[config.mk]
export PLATFORM = sky130hd
export DESIGN_NAME = second_game_field
export DESIGN_NICKNAME = d
export VERILOG_FILES = /design/src/rtl/second_game_field.sv
export SDC_FILE = /design/constraint.sdc
export NUM_CORES = 1
export LEC_CHECK = 0
export CORE_MARGIN = 3
export CORE_UTILIZATION = 40
export DETAILED_ROUTE_END_ITERATION = 10
export SLEW_MARGIN = 5
export SYNTH_ARGS = -nofsm -noshare
export SYNTH_HDL_FRONTEND = slang
export SYNTH_SLANG_ARGS = --single-unit
[constraint.sdc]
create_clock -name i_clk -period 6.1 [get_ports i_clk]
set_clock_uncertainty 0.1 [all_clocks]
set_input_delay 0.61 -clock i_clk [delete_from_list [all_inputs] [get_ports i_clk]]
set_output_delay 0.61 -clock i_clk [all_outputs]
set_load 0.01 [all_outputs]
[src/rtl/second_game_field.sv]
// second_game_field: scrolling obstacle map, player square and
// run/crash FSM for the second game; state advances once per frame tick.
module second_game_field #(
    parameter int          SCREEN_WIDTH   = 400,
    parameter int          SCREEN_HEIGHT  = 600,
    parameter int          PLAYER_SIZE    = 20,
    parameter int          PLAYER_START_Y = 540,
    parameter int          PLAYER_STEP    = 4,
    parameter int          CELL_LOG2      = 5,
    parameter int          SCROLL_STEP    = 2,
    parameter int          CRASH_FRAMES   = 60,
    parameter logic [15:0] LFSR_SEED      = 16'hACE1,
    localparam int         XW             = $clog2(SCREEN_WIDTH),
    localparam int         YW             = $clog2(SCREEN_HEIGHT)
) (
    input  logic          i_clk,
    input  logic          i_rst,
    input  logic          i_frame_tick,
    input  logic          i_start,
    input  logic          i_left,
    input  logic          i_right,
    input  logic [XW-1:0] i_screen_x,
    input  logic [YW-1:0] i_screen_y,
    output logic          o_is_obstacle,
    output logic [XW-1:0] o_square_x,
    output logic [YW-1:0] o_square_y,
    output logic          o_playing,
    output logic          o_game_over,
    output logic [15:0]   o_score
);
    localparam int CELL = 1 << CELL_LOG2;
    localparam int COLS = (SCREEN_WIDTH + CELL - 1) / CELL;
    localparam int ROWS = (SCREEN_HEIGHT + CELL - 1) / CELL + 1;
    localparam int RW   = $clog2(ROWS);
    localparam int CW   = $clog2(COLS);
    localparam int CFW  = $clog2(CRASH_FRAMES);
    localparam int SW   = CELL_LOG2;
    localparam int QW   = YW + 2 - CELL_LOG2;
    localparam int PW   = XW + 1 - CELL_LOG2;

    localparam logic [XW:0]    X_MIN   = (XW+1)'(PLAYER_SIZE);
    localparam logic [XW:0]    X_MAX   = (XW+1)'(SCREEN_WIDTH - 1 - PLAYER_SIZE);
    localparam logic [XW:0]    X_STEP  = (XW+1)'(PLAYER_STEP);
    localparam logic [XW:0]    X_HALF  = (XW+1)'(PLAYER_SIZE);
    localparam logic [YW:0]    Y_HALF  = (YW+1)'(PLAYER_SIZE);
    localparam logic [XW-1:0]  X_MID   = XW'(SCREEN_WIDTH / 2);
    localparam logic [YW-1:0]  Y_START = YW'(PLAYER_START_Y);
    localparam logic [CFW-1:0] C_LAST  = CFW'(CRASH_FRAMES - 1);

    typedef enum logic [1:0] {
        S_IDLE,
        S_PLAY,
        S_CRASH
    } state_t;

    typedef logic [ROWS-1:0][COLS-1:0] map_t;

    state_t         state;
    map_t           map;
    logic [SW-1:0]  scroll_off;
    logic [XW-1:0]  square_x;
    logic [15:0]    score;
    logic [15:0]    lfsr;
    logic           row_toggle;
    logic [CFW-1:0] crash_cnt;

    // Row = (y + CELL - scroll) / CELL; row 0 stays above screen until scrolled in.
    function automatic logic lookup(
        input logic [XW:0]   x,
        input logic [YW:0]   y,
        input map_t          m,
        input logic [SW-1:0] s
    );
        logic [YW+1:0] ys;
        logic [XW:0]   col;
        logic [YW+1:0] row;
        ys  = {1'b0, y} + (YW+2)'(CELL) - (YW+2)'(s);
        col = x >> CELL_LOG2;
        row = ys >> CELL_LOG2;
        if (col >= (XW+1)'(COLS) || row >= (YW+2)'(ROWS))
            return 1'b0;
        return m[row[RW-1:0]][col[CW-1:0]];
    endfunction

    logic [XW:0]     cx_lo, cx_hi, x_next;
    logic [YW:0]     cy_lo, cy_hi;
    logic            hit;
    logic [SW:0]     scroll_sum;
    logic            wrap;
    logic [COLS-1:0] new_row;
    logic            lfsr_fb;

    always_comb begin
        cx_lo = {1'b0, square_x} - X_HALF;
        cx_hi = {1'b0, square_x} + X_HALF;
        cy_lo = {1'b0, Y_START} - Y_HALF;
        cy_hi = {1'b0, Y_START} + Y_HALF;
        hit   = lookup(cx_lo, cy_lo, map, scroll_off)
              | lookup(cx_hi, cy_lo, map, scroll_off)
              | lookup(cx_lo, cy_hi, map, scroll_off)
              | lookup(cx_hi, cy_hi, map, scroll_off);
    end

    always_comb begin
        x_next = {1'b0, square_x};
        if (i_right && !i_left)
            x_next = (x_next + X_STEP > X_MAX) ? X_MAX : x_next + X_STEP;
        else if (i_left && !i_right)
            x_next = (x_next < X_MIN + X_STEP) ? X_MIN : x_next - X_STEP;
    end

    // scroll_off < CELL, so the carry bit alone marks a new row.
    assign scroll_sum = {1'b0, scroll_off} + (SW+1)'(SCROLL_STEP);
    assign wrap       = scroll_sum[SW];
    assign new_row    = row_toggle ? (lfsr[COLS-1:0] & lfsr[15:16-COLS]) : '0;
    assign lfsr_fb    = lfsr[15] ^ lfsr[13] ^ lfsr[12] ^ lfsr[10];

    always_ff @(posedge i_clk) begin
        if (i_rst) begin
            state      <= S_IDLE;
            map        <= '0;
            scroll_off <= '0;
            square_x   <= X_MID;
            score      <= '0;
            lfsr       <= LFSR_SEED;
            row_toggle <= 1'b0;
            crash_cnt  <= '0;
        end else begin
            unique case (state)
                S_IDLE: begin
                    if (i_start) begin
                        state      <= S_PLAY;
                        map        <= '0;
                        score      <= '0;
                        scroll_off <= '0;
                        square_x   <= X_MID;
                    end
                end
                S_PLAY: begin
                    if (hit) begin
                        state     <= S_CRASH;
                        crash_cnt <= '0;
                    end else if (i_frame_tick) begin
                        square_x   <= x_next[XW-1:0];
                        scroll_off <= scroll_sum[SW-1:0];
                        if (wrap) begin
                            map        <= {map[ROWS-2:0], new_row};
                            row_toggle <= ~row_toggle;
                            lfsr       <= {lfsr[14:0], lfsr_fb};
                            if (score != 16'hFFFF)
                                score <= score + 16'd1;
                        end
                    end
                end
                S_CRASH: begin
                    if (i_frame_tick) begin
                        if (crash_cnt == C_LAST)
                            state <= S_IDLE;
                        else
                            crash_cnt <= crash_cnt + 1'b1;
                    end
                end
                default: state <= S_IDLE;
            endcase
        end
    end

    assign o_is_obstacle = lookup({1'b0, i_screen_x}, {1'b0, i_screen_y},
                                  map, scroll_off);
    assign o_square_x    = square_x;
    assign o_square_y    = Y_START;
    assign o_playing     = (state == S_PLAY);
    assign o_game_over   = (state == S_CRASH);
    assign o_score       = score;

endmodule

==> results of run 1 <==
==> logic make-up after synthesis <==
group | Yosys count
adder cells (fa/ha/maj) | 23
AND/OR/NAND/NOR | 817
other | 2
buffers and inverters | 205
XOR/XNOR | 24
AO/OA/AOI/OAI | 451
flip-flops | 313
multiplexers | 102
==> power breakdown <==
part	leakage, nW	switching [mW]	internal, mW	total, mW
logic	2.79	0.938	0.354	1.29
clock network	0.548	0.868	1.20	2.07
registers	2.52	0.0398	2.06	2.10
==> how the worst max path moves through the flow <==
stage / start / end / cells after the start
after global routing: scroll_off[4]$_SDFFE_PP0P_ / o_is_obstacle / 18
final: scroll_off[4]$_SDFFE_PP0P_ / o_is_obstacle / 16
after floorplan: i_screen_y[2] / o_is_obstacle / 15
after detailed placement: i_screen_y[4] / o_is_obstacle / 18
after global placement: i_screen_y[4] / o_is_obstacle / 18
after CTS: scroll_off[4]$_SDFFE_PP0P_ / o_is_obstacle / 18
==> stage by stage <==
| stage | std cells | worst slack [ns] |
|---|---|---|
| 6_report | 2434 | 0.327 |
| 5_1_grt | 2434 | 0.0716 |
| 4_1_cts | 2434 | 0.281 |
| 3_5_place_dp | 2372 | 0.359 |
| 3_3_place_gp | 2372 | 0.353 |
| 2_1_floorplan | 1945 | 1.52 |
==> cell usage in the layout (no fill, tap or decap), types with 11 or more instances in the layout <==
master,Yosys,layout
a31oi_1,17,17
o21ai_0,39,39
a21oi_1,289,288
nor2_1,58,58
ha_1,23,23
and3_1,13,13
or3_1,16,16
clkbuf_1,91,11
buf_12,0,11
buf_4,17,32
clkdlybuf4s50_1,0,45
inv_1,22,21
a211oi_1,11,11
mux4_2,63,63
nand4_1,32,32
nand2_1,343,343
xnor2_1,17,14
dfxtp_1,313,313
clkbuf_16,0,36
nand3_1,291,291
mux2i_1,31,31
nor3_1,25,25
==> sequential cells by signal, indices dropped and copies added (netlist names) <==
signal	count
map	260
crash_cnt	6
state	2
o_score	16
scroll_off	4
o_square_x	8
lfsr	16
row_toggle	1
==> critical path: stages (launching register included) <==
cell	delay [ns]
dfxtp_1	0.32
inv_2	0.22
ha_1	0.30
ha_1	0.33
a21o_1	0.19
a221oi_1	0.30
buf_4	0.20
xnor2_2	0.17
buf_12	0.25
mux4_2	0.53
mux4_2	0.48
nand3_1	0.14
nand4b_1	0.13
a311oi_1	0.26
nor4_1	0.09
buf_4	0.15
clkdlybuf4s50_1	0.47
==> layout make-up <==
cell class	count	area share, %
sequential	313	35.0
inverter	25	0.566
clock buffer	52	5.64
tap	518	3.62
multi-input combinational	1427	49.4
clock inverter	10	0.621
timing repair buffer	89	5.16
==> routing by layer <==
metal / wire [um] / track usage (%)
met5: 0 / 0
met4: 1140 / 6.01
met3: 2220 / 2.74
met2: 20300 / 32.2
met1: 19800 / 28.2
==> results, run 1 <==
- The run finished with clean final reports.
- Gates resized during post-CTS repair numbered 0.
- The register bit total from synthesis is 313.
- The biggest area consumer among synthesized cells is dfxtp_1.
- The pin count of the biggest net entering global routing is 128.
- The H-tree generated during clock tree synthesis spans 2 levels.
- The number of failing setup endpoints in the final timing report is 0.
- The endpoint with the worst hold slack is map[104]$_SDFFE_PP0P_.
- The fmax is 173 MHz.
- The total iterations of the first detailed-routing run is 6.
- The required arrival time at the worst endpoint is 5.39 ns.
- The count of clock tree sinks is 313.
- After detailed routing, the total wire length is 43400 um.
- In this run the most critical hold path is launched from map[104]$_SDFFE_PP0P_.
- The sequential cell area is 6270 sq um.
- Summing the areas of all compound-gate instances in the mapped netlist gives 16.6% of the synthesized area.
- The highest fanout seen on the critical path is 22.
- In this run, post-CTS hold repair placed 0 buffers.
- The die extent in x is 206 um.
- Of the post-synthesis cell area, the dominant cell type holds 39.2%.
- Cells with a size suffix above 1 make up 9.66% of the layout.
- The clock-pin transition on the worst setup and hold timing paths is 0.06 ns.
- The number of antenna violations at the first check in global routing was 0.
- The synthesis-to-finish area growth is 12.2%.
- The sequential element share of the synthesized area is 39.2%.
- In this run the cell area of the synthesized design comes to 16000 sq um.
- The logic depth of the worst register-to-register path is 13.
- Summed over all cells, the static leakage comes to 5.86 nW.
- After synthesis, the share of flip-flops with an asynchronous set or reset is 0%.
- The multi-input gate area in the final layout is 8860 sq um.
- For this run, the post-layout net count is 1940.
- The worst setup path is captured at an output pin.
- The post-route core utilization is 45.9%.
- The synthesized area divided by synthesized cell count is 8.25 sq um.
- Once layout is done, the placed cells without fillers occupy 17900 sq um.
- The time the final worst path needs with I/O delays and setup is 5.77 ns.
- After detailed routing, the number of remaining DRC violations is 0.
- The max-slew violation count was 0.
- The number of global-route vias before repair is 13100.
- By area, the combinational part of the netlist is dominated by simple AND/OR/NAND/NOR gates.
- The basic-gate share of the synthesized area counting and, or, nand and nor cells is 23.5%.
- The routed wire length per instance is 17.8 um.
- The post-route worst hold slack is 0.364 ns.
- Summing the areas of all xor and xnor instances in the mapped netlist gives 1.32% of the synthesized area.
- Setup repair after global routing left no endpoint under its margin.
- For this block, the via count after detailed routing is 14200.
- The final period utilization is 94.6%.
- In this run the critical register-to-register path is captured at map[164]$_SDFFE_PP0P_.
- Once the floorplan was initialized, standard cells occupied 41.0% of the core.
- The combined global-route utilization of all metal layers is 20.1%.
- The region available for standard cell placement spans 39000 sq um.
- The largest buffer count on any clock path is 3.
- The number of hold violations in the final report was 0.
- The worst register-to-register path has a setup slack of 1.18 ns.
- For this run, the number of Yosys warnings is 0.
- TritonCTS built the clock tree.
- The total clock buffers created by CTS is 36.
- The first routing iteration left 1467 violations.
- Row generation in the floorplan step produced 72 rows.
- At the end of routability-driven placement, the weighted congestion stood at 0.875.
- The die span in y is 206 um.
- The tree is rooted in a clkbuf_16.
- The first global-routing pass estimated 70000 um of wire.
- The total power density per cell area is 305 nW/um^2.
- In this run the remaining antenna-violating nets after routing total 0.
- In this run the worst hold path is classified as flip-flop to flip-flop.
- STA classifies the critical path startpoint as a flip-flop.
- The post-synthesis cell count is 1937.
- In this run the critical register-to-register path is launched from o_square_x[2]$_SDFFE_PP0P_.
- The layout has 3760 filler cells.
- The relative max-transition margin is 11.0%.
- After clock tree synthesis, the setup repair step added 0 buffers.
- For this run the aggregate overflow at the end of global routing stands at 0.
- For the worst setup path, the data arrival time is 5.06 ns.
- 0 antenna diodes ended up in the layout.
- By count the netlist is led by nand2_1 (343), dfxtp_1 (313), nand3_1 (291).
- Yosys instantiated no cell more often than nand2_1.
- The max-capacitance violation count is 0.
- Across the VDD grid, the largest voltage drop is 0.187 mV.
- Dividing the detail-routed via count by the number of cells gives 5.83.
- Buffers placed on the I/O ports in this run total 46.
- The slew at the pin with the worst max-slew slack is 1.32 ns.
- The worst setup path is of the flip-flop to output pin kind.
- Ranked by total cell area, the synthesized netlist is headed by dfxtp_1 (39%), nand3_1 (9.1%), a21oi_1 (9.1%), mux4_2 (8.9%), nand2_1 (8.1%).
- The summed negative setup slack over all endpoints is 0 ns.
- Along the worst hold path, the cell count comes to 2.
- The flip-flop cell with the highest count after synthesis is dfxtp_1.
- The mux share of post-synthesis cell area is 11.7%.
- After Yosys synthesis, full adders, half adders and majority gates account for 1.80% of the synthesized area.
- Summing internal, switching and leakage power gives 5.46 mW.
- The count of different cell masters after synthesis is 81.
- The clock latency of the later-clocked register in the worst-skew pair is 0.53 ns.
- The synthesized design contains 0 enable-type register cells.
- The total I/O pin count is 63.
- The total cell area at the placement stage is 16800 sq um.
- The area enclosed by the die boundary is 42400 sq um.
- The half-perimeter wire length of the detailed placement result is 27500 um.
No activity file was read; power rests on OpenSTA's default activity.
==> run 2, diff against run 1 <==
ABC_AREA = 1   (was default)
==> results, run 2 <==
- The longest clock path from root to sink contains 3 buffers.
- The pin count of the biggest net entering global routing is 181.
- The clock group share of total power is 20.2%.
- The register with the most flip-flops in the layout has 260 of them.
- The number of stages on the worst hold path is 2.
- The core region is 47100 sq um.
- The CTS tree is done.
- The number of hold violations in the final report is 0.
- Counting flops per register, the top entry is map.
- Multiplexer cells account for 0% of the synthesized area.
- The clock latency of the later-clocked register in the worst-skew pair is 0.55 ns.
- The first-pass GRT wire length is 88400 um.
- The master cell of the clock root buffer is clkbuf_16.
- The post-synthesis cell count is 3067.
- TritonCTS created 39 clock buffers.
- The routed layout has 18600 vias.
- The number of vias per cell after detailed routing is 5.11.
- The critical path is of the flip-flop to output pin type.
- For the worst flop-to-flop path, the logic depth is 22.
- From synthesis to final layout, the design area changed by 10.8%.
- The total number of nets in the final design is 3051.
- The relative max-transition margin is 32.1%.
- For the pin with the worst max-slew slack, the measured transition is 1.02 ns.
- Of the total power, the share spent switching nets is 46.5%.
- The startpoint of the tightest hold check path is lfsr[7]$_SDFFE_PP1P_.
- The number of warning messages in the yosys log is 0.
- The number of H-tree levels is 2.
- In this run the register-to-register setup slack is 1.31 ns.
- The capturing point of the worst reg2reg path is map[67]$_SDFFE_PP0P_.
- After synthesis, the largest family of logic cells by area is simple AND/OR/NAND/NOR gates.
- The die extent in x is 226 um.
- In this run the static leakage power is 9.75 nW.
- The max-capacitance violation count is 0.
- The total iterations of the first detailed-routing run is 5.
- The number of synthesized flops with an enable pin is 0.
- The number of fillers in the final layout is 4939.
- The path with the worst hold slack has its endpoint at lfsr[8]$_SDFFE_PP0P_.
- The synthesized netlist devotes 14.8% of its cell area to compound gates.
- The number of antenna violations at the first check in global routing was 0.
- In the layout the commonest cells are nand2_1 (724), inv_1 (583), a21oi_1 (341).
- The highest fanout seen on the critical path is 8.
- The final antenna-violating net count is 0.
- Once the floorplan was initialized, standard cells occupied 41.0% of the core.
- The final wirelength is 53700 um.
- In this run, the number of DRC markers left after iteration 0 of detailed routing was 1542.
- The parity-gate share of the synthesized area counting xor and xnor cells is 1.23%.
- The post-route core utilization is 45.4%.
- Data on the critical path is required at its endpoint by 5.39 ns.
- The final estimated routing congestion in global placement is 0.871.
- The worst-case IR drop observed on VDD is 0.380 mV.
- The total net switching power is 5.60 mW.
- By area the synthesized netlist is led by dfxtp_1 (33%), nand2_1 (14%), inv_1 (11%), a21oi_1 (8.9%), nor3_2 (5.2%).
- The run finished with clean final reports.
- For this run the aggregate overflow at the end of global routing stands at 0.
- The biggest area consumer among synthesized cells is dfxtp_1.
- The kind of end point of the critical path is an output pin.
- In the final routed layout, each cell accounts on average for 14.8 um.
- The number of port buffers is 46.
- In the global route stage, overall resource usage came out at 21.0%.
- Of the total power, combinational logic draws 50.8%.
- STA classifies the critical path startpoint as a flip-flop.
- The summed negative setup slack over all endpoints is 0 ns.
- The path type of the worst min-delay path is flip-flop to flip-flop.
- The count of cells in the finished layout, fillers not included, comes to 3636.
- The post-route netlist has 7.86% of its cells at a drive strength greater than 1.
- The number of remaining DRC errors is 0.
- The half-perimeter wire length of the detailed placement result is 34600 um.
- nand2_1 is the most common cell in the netlist.
- The most common cell after layout, fill and taps aside is nand2_1.
- The area enclosed by the die boundary is 50900 sq um.
- The basic-gate share of the synthesized area counting and, or, nand and nor cells is 33.0%.
- The smallest clock period supported by the final layout is computed as 5.67 ns.
- The synthesized area divided by synthesized cell count is 6.28 sq um.
- The adder-cell share of the synthesized area is 1.49%.
- Setup violations remaining at the end of the flow were counted as 0.
- The internal portion of the total power is 6.44 mW.
- The number of antenna diodes is 0.
- The number of placement rows is 79.
- The final period utilization is 92.9%.
- The tree built by TritonCTS fans out to 313 sinks.
- The share of total power dissipated in sequential elements is 29.1%.
- The max-slew violation count is 0.
- The die span in y is 226 um.
- Setup repair after global routing left no endpoint under its margin.
- In this run, synthesis produced a sequential element count of 313.
- STA puts the critical path data arrival time at 4.96 ns.
- In this run, distinct cell masters in the synthesized netlist total 43.
- The total I/O pin count is 63.
- The total power density per cell area is 564 nW/um^2.
- The count of placed standard cells including taps is 3569.
- Tracing the worst setup path back leads to its startpoint at scroll_off[3]$_SDFFE_PP0P_.
- The clock-pin transition on the worst setup and hold timing paths is 0.06 ns.
- The most used flip-flop cell after synthesis is dfxtp_1.
- The startpoint identified for the worst register-to-register timing path is scroll_off[1]$_SDFFE_PP0P_.
- The cell area that synthesis handed to floorplanning was 19300 sq um.
- After synthesis, the largest area contributor takes up 32.5% of total cell area.
- By count the netlist is led by nand2_1 (728), inv_1 (584), a21oi_1 (341).
- For this run, the top clock speed supported by timing is 176 MHz.
- The number of global-route vias before repair came to 17600.
- The share of the Yosys chip area taken by registers is 32.5%.
- Counting flops with an async set or reset pin after synthesis yields a share of 0%.
-- run 2: cell count changes after synthesis, sizes merged, moves of 53 or more --
cell / before / now
o211ai: 5 / 62
mux4: 66 / 0
a21oi: 289 / 342
inv: 24 / 590
nor2: 59 / 144
nand3: 291 / 191
o21ai: 45 / 114
nor3: 25 / 259
nand2: 344 / 736
-- run 2: power by group through the flow --
stage	Sequential (mW)	Clock (mW)	Combinational [mW]
3_5_place_dp	3.53	0	6.06
5_1_grt	3.61	2.57	7.06
6_report	3.50	2.43	6.11
3_3_place_gp	3.50	0	5.90
4_1_cts	3.49	2.49	6.11
2_1_floorplan	3.36	0	5.02
-- run 2: routing by layer --
metal  track usage, %  vias to the layer above  wire length (um)
met4             8.61                        0              1990
met5                0                        -                 0
met2             34.0                      423             24300
met3             3.02                      106              2690
met1             28.1                     8515             24700
li1                 -                     9525                 -
-- run 2: how the worst max path moves through the flow --
| stage | endpoint | slack, ns | depth (start not counted) |
|---|---|---|---|
| after floorplan | o_is_obstacle | 2.32 | 17 |
| after global placement | o_is_obstacle | 0.35 | 23 |
| after detailed placement | o_is_obstacle | 0.30 | 23 |
| after CTS | o_is_obstacle | 0.22 | 23 |
| after global routing | o_is_obstacle | 0.02 | 23 |
| final | o_is_obstacle | 0.43 | 23 |
-- run 2: metrics by stage --
stage	setup slack, ns	power (mW)	area, sq um	hold WS (ns)
after CTS	0.223	12.1	21300	0.366
after floorplan	2.32	8.37	19300	0.339
after global routing	0.0227	13.2	21400	0.382
after global placement	0.349	9.40	20000	0.347
final	0.431	12.0	21400	0.369
after detailed placement	0.298	9.59	20000	0.357
-- run 2: cell type report --
class | instances | area [sq um] | area share, %
multi-input cells | 1964 | 9830 | 46.0
inverters | 594 | 2230 | 10.5
clock inverters | 17 | 249 | 1.17
repair buffers | 91 | 941 | 4.41
well taps | 607 | 759 | 3.56
clock buffers | 50 | 1080 | 5.05
flip-flops and latches | 313 | 6270 | 29.3
-- run 2: cell families (layout without fill, tap and decap cells) --
family / count (synthesis) / count (layout)
AOI/OAI and AO/OA: 532 / 532
other: 2 / 10
buffers and inverters: 798 / 752
xor gates and xnor gates: 27 / 27
adders and majority gates: 23 / 23
and+or+nand+nor: 1372 / 1372
DFF: 313 / 313
-- run 2: worst max-delay path: stages (launching register included) --
cell	delay, ns
dfxtp_1	0.42
inv_2	0.12
ha_1	0.31
ha_1	0.34
nand2_1	0.08
inv_1	0.05
nand3_1	0.10
nand3_1	0.19
nand2_1	0.11
nand2_1	0.24
clkinv_1	0.13
nand2_1	0.08
inv_1	0.22
nand2_1	0.30
clkinvlp_4	0.32
nand3_1	0.22
nand2_1	0.13
nand2_1	0.06
nand3_1	0.08
nand2_1	0.05
nand2_1	0.05
nand2_1	0.04
nor2_1	0.19
clkdlybuf4s50_1	0.58
-- run 2: timing repair --
action                                  CTS  global route
endpoints found under the hold margin     0             0
resized for setup                         0             1
hold buffers                              0             0
endpoints found under the setup margin    0             1
buffers inserted                          0             0
==> run 3, diff against run 2 <==
CORE_ASPECT_RATIO = 1.5   (was default)
==> results, run 3 (synthesized netlist as in run 2, its figures left out) <==
- The run finished with clean final reports.
- The met1 layer usage reported by global route is 25.9%.
- STA classifies the critical path startpoint as an input pin.
- The clock-pin transition on the worst setup and hold timing paths is 0.06 ns.
- In the layout the commonest cells are nand2_1 (724), inv_1 (584), a21oi_1 (341).
- Timing analysis after detailed placement gives a worst setup slack of 0.641 ns.
- The combined global-route utilization of all metal layers is 21.4%.
- In the routed design, unresolved DRC markers number 0.
- The multi-input gate area in the final layout is 9830 sq um.
- Static timing analysis puts the maximum clock frequency at 183 MHz.
- The initial utilization of the core area, before any placement, comes to 40.8%.
- The count of placed standard cells including taps is 3548.
- The final wirelength is 55000 um.
- Along the worst path, the maximum fanout reaches 9.
- The min-delay analysis places its worst path in the category flip-flop to flip-flop.
- The core region is 47200 sq um.
- Across the run, the number of max-cap violations was 0.
- The time the final worst path needs with I/O delays and setup is 5.47 ns.
- The met3 demand-to-capacity share in global routing is 2.62%.
- With fillers left out, the area of the finished cells amounts to 21000 sq um.
- The arrival time at the worst endpoint is 4.76 ns.
- The clock group share of total power is 17.7%.
- Entering global routing, the biggest net connects 184 pins.
- The first global-routing pass estimated 89800 um of wire.
- The number of stages on the worst hold path is 2.
- The H-tree generated during clock tree synthesis spans 2 levels.
- The register with the most flip-flops in the layout has 260 of them.
- The final period utilization is 89.7%.
- Pin placement for this block handled 63 I/O pins.
- The number of global-route vias before repair was 17600.
- CTS placed an instance of clkbuf_16 at the clock tree root.
- Per report_power, the combinational group accounts for 52.1% of the total.
- The HPWL after detailed placement is 36000 um.
- The slew at the pin with the worst max-slew slack is 0.986 ns.
- In this run the critical register-to-register path is launched from scroll_off[1]$_SDFFE_PP0P_.
- The endpoint with the worst hold slack is lfsr[9]$_SDFFE_PP0P_.
- The required arrival time at the worst endpoint is 5.39 ns.
- The start-to-end type of the worst setup path is input pin to output pin.
- For this run, global-route usage on met2 was measured as 37.6%.
- The static leakage power is 9.61 nW.
- From left edge to right edge, the die measures 185 um.
- For this design, the sink count on the clock tree is 313.
- The slack of the worst reg-to-reg path is 1.68 ns.
- The total global routing overflow is 0.
- The number of hold buffers added after CTS was 0.
- The number of failing setup endpoints in the final timing report is 0.
- The worst path meets setup with 0.631 ns of slack.
- The max-slew violation count was 0.
- In this run the core area contains 97 standard-cell rows.
- The number of clock buffers added by TritonCTS is 35.
- The longest clock path from root to sink contains 3 buffers.
- The count of buffers added on input and output ports is 46.
- In this run the post-CTS setup repair buffer count came out at 0.
- The number of hold violations in the final report is 0.
- In the final layout, the share of cells above drive strength 1 is 7.07%.
- The capturing point of the worst reg2reg path is map[209]$_SDFFE_PP0P_.
- The floorplan step set the die height to 275 um.
- The startpoint identified for the worst hold timing path is lfsr[9]$_SDFFE_PP0P_.
- The relative max-transition margin is 33.9%.
- The die covers 50900 sq um.
- After detailed placement, the total cell area comes to 20000 sq um.
- The synthesis-to-finish area growth is 9.15%.
- The non-filler instance count after layout is 3608.
- After detailed routing, the average wire length per cell comes to 15.2 um.
- In this run the power spent charging and discharging nets is 5.57 mW.
- Registers take 6270 sq um.
- In this run the remaining antenna-violating nets after routing total 0.
- The layer flagged by global routing as most heavily used is met2.
- TritonCTS built the clock tree.
- For the worst flop-to-flop path, the logic depth is 20.
- In the routed layout, each cell is associated on average with a via count of 5.10.
- The net switching fraction of the power is 47.7%.
- The number of antenna violations at the first check in global routing is 1.
- The routed layout has 18400 vias.
- The final estimated routing congestion in global placement is 0.916.
- The detailed router's first-iteration violation count is 1403.
- The kind of end point of the critical path is an output pin.
- The number of fillers in the final layout is 4927.
- The library cell used most frequently in the layout, excluding fill and tap cells, is nand2_1.
- The number of resized instances in the post-cts repair step is 0.
- The worst-case vdd ir drop is 0.401 mV.
- For this run, the detailed router's first-pass iteration total came to 6.
- map holds more flip-flops than any other register.
- Of the total power, registers draw 30.2%.
- In the final design database the tool counted 3039 nets.
- The summed negative setup slack over all endpoints is 0 ns.
- Dividing total power by cell area gives a power density of 555 nW/um^2.
- The clock latency of the later-clocked register in the worst-skew pair is 0.53 ns.
- The design internal power is 6.11 mW.
- Setup repair after global routing left no endpoint under its margin.
## run 3: power groups by stage
stage          sequential (mW)  combinational [mW]  clock (mW)
2_1_floorplan             3.36                5.02           0
3_3_place_gp              3.53                5.94           0
3_5_place_dp              3.56                6.07           0
4_1_cts                   3.52                6.11        2.13
5_1_grt                   3.63                7.01        2.19
6_report                  3.53                6.08        2.07
## run 3: how the worst max path moves through the flow
stage	to	slack (ns)	cells after the start	start
after detailed placement	o_is_obstacle	0.64	25	i_screen_y[4]
after CTS	o_is_obstacle	0.60	25	i_screen_y[4]
final	o_is_obstacle	0.63	25	i_screen_y[4]
after floorplan	o_is_obstacle	2.32	17	i_screen_y[3]
after global routing	o_is_obstacle	0.24	21	scroll_off[3]$_SDFFE_PP0P_
after global placement	o_is_obstacle	0.69	25	i_screen_y[2]
## run 3: metal layers
layer / routed length, um / vias up
met5: 0 / -
met4: 2600 / 0
met3: 2070 / 111
met2: 27000 / 364
met1: 23400 / 8439
li1: - / 9495
## run 3: worst max-delay path: stages
cell and delay [ns]:
clkdlybuf4s50_1 0.43, ha_1 0.32, ha_1 0.33, nand2_1 0.06, inv_1 0.06, nand3_1 0.09, nand3_1 0.20, nand2_1 0.08
nand2_1 0.40, clkinv_1 0.17, nand2_1 0.25, inv_1 0.09, buf_4 0.17, o21ai_0 0.07, nor2_1 0.06, nor2_1 0.19
nand2_1 0.07, nand2_1 0.06, nand2_1 0.05, nand3_1 0.09, nand2_1 0.06, nand2_1 0.06, nand2_1 0.04, nor2_1 0.10
clkdlybuf4s50_1 0.61
## run 3: area by class of cell
cell class,instances,share of cell area [%]
multi-input combinational,1964,46.7
clock buffer,56,5.03
inverter,594,10.6
timing repair buffer,83,4.25
sequential,313,29.8
tap,594,3.53
clock inverter,3,0.101
antenna,1,0.0119
## run 3: metrics by stage
stage                     util, %  hold WS, ns  power, mW
after detailed placement     42.3        0.360       9.63
after global routing         44.6        0.387       12.8
final                        44.6        0.366       11.7
after CTS                    44.6        0.370       11.8
after global placement       42.3        0.348       9.47
after floorplan                 -        0.339       8.37
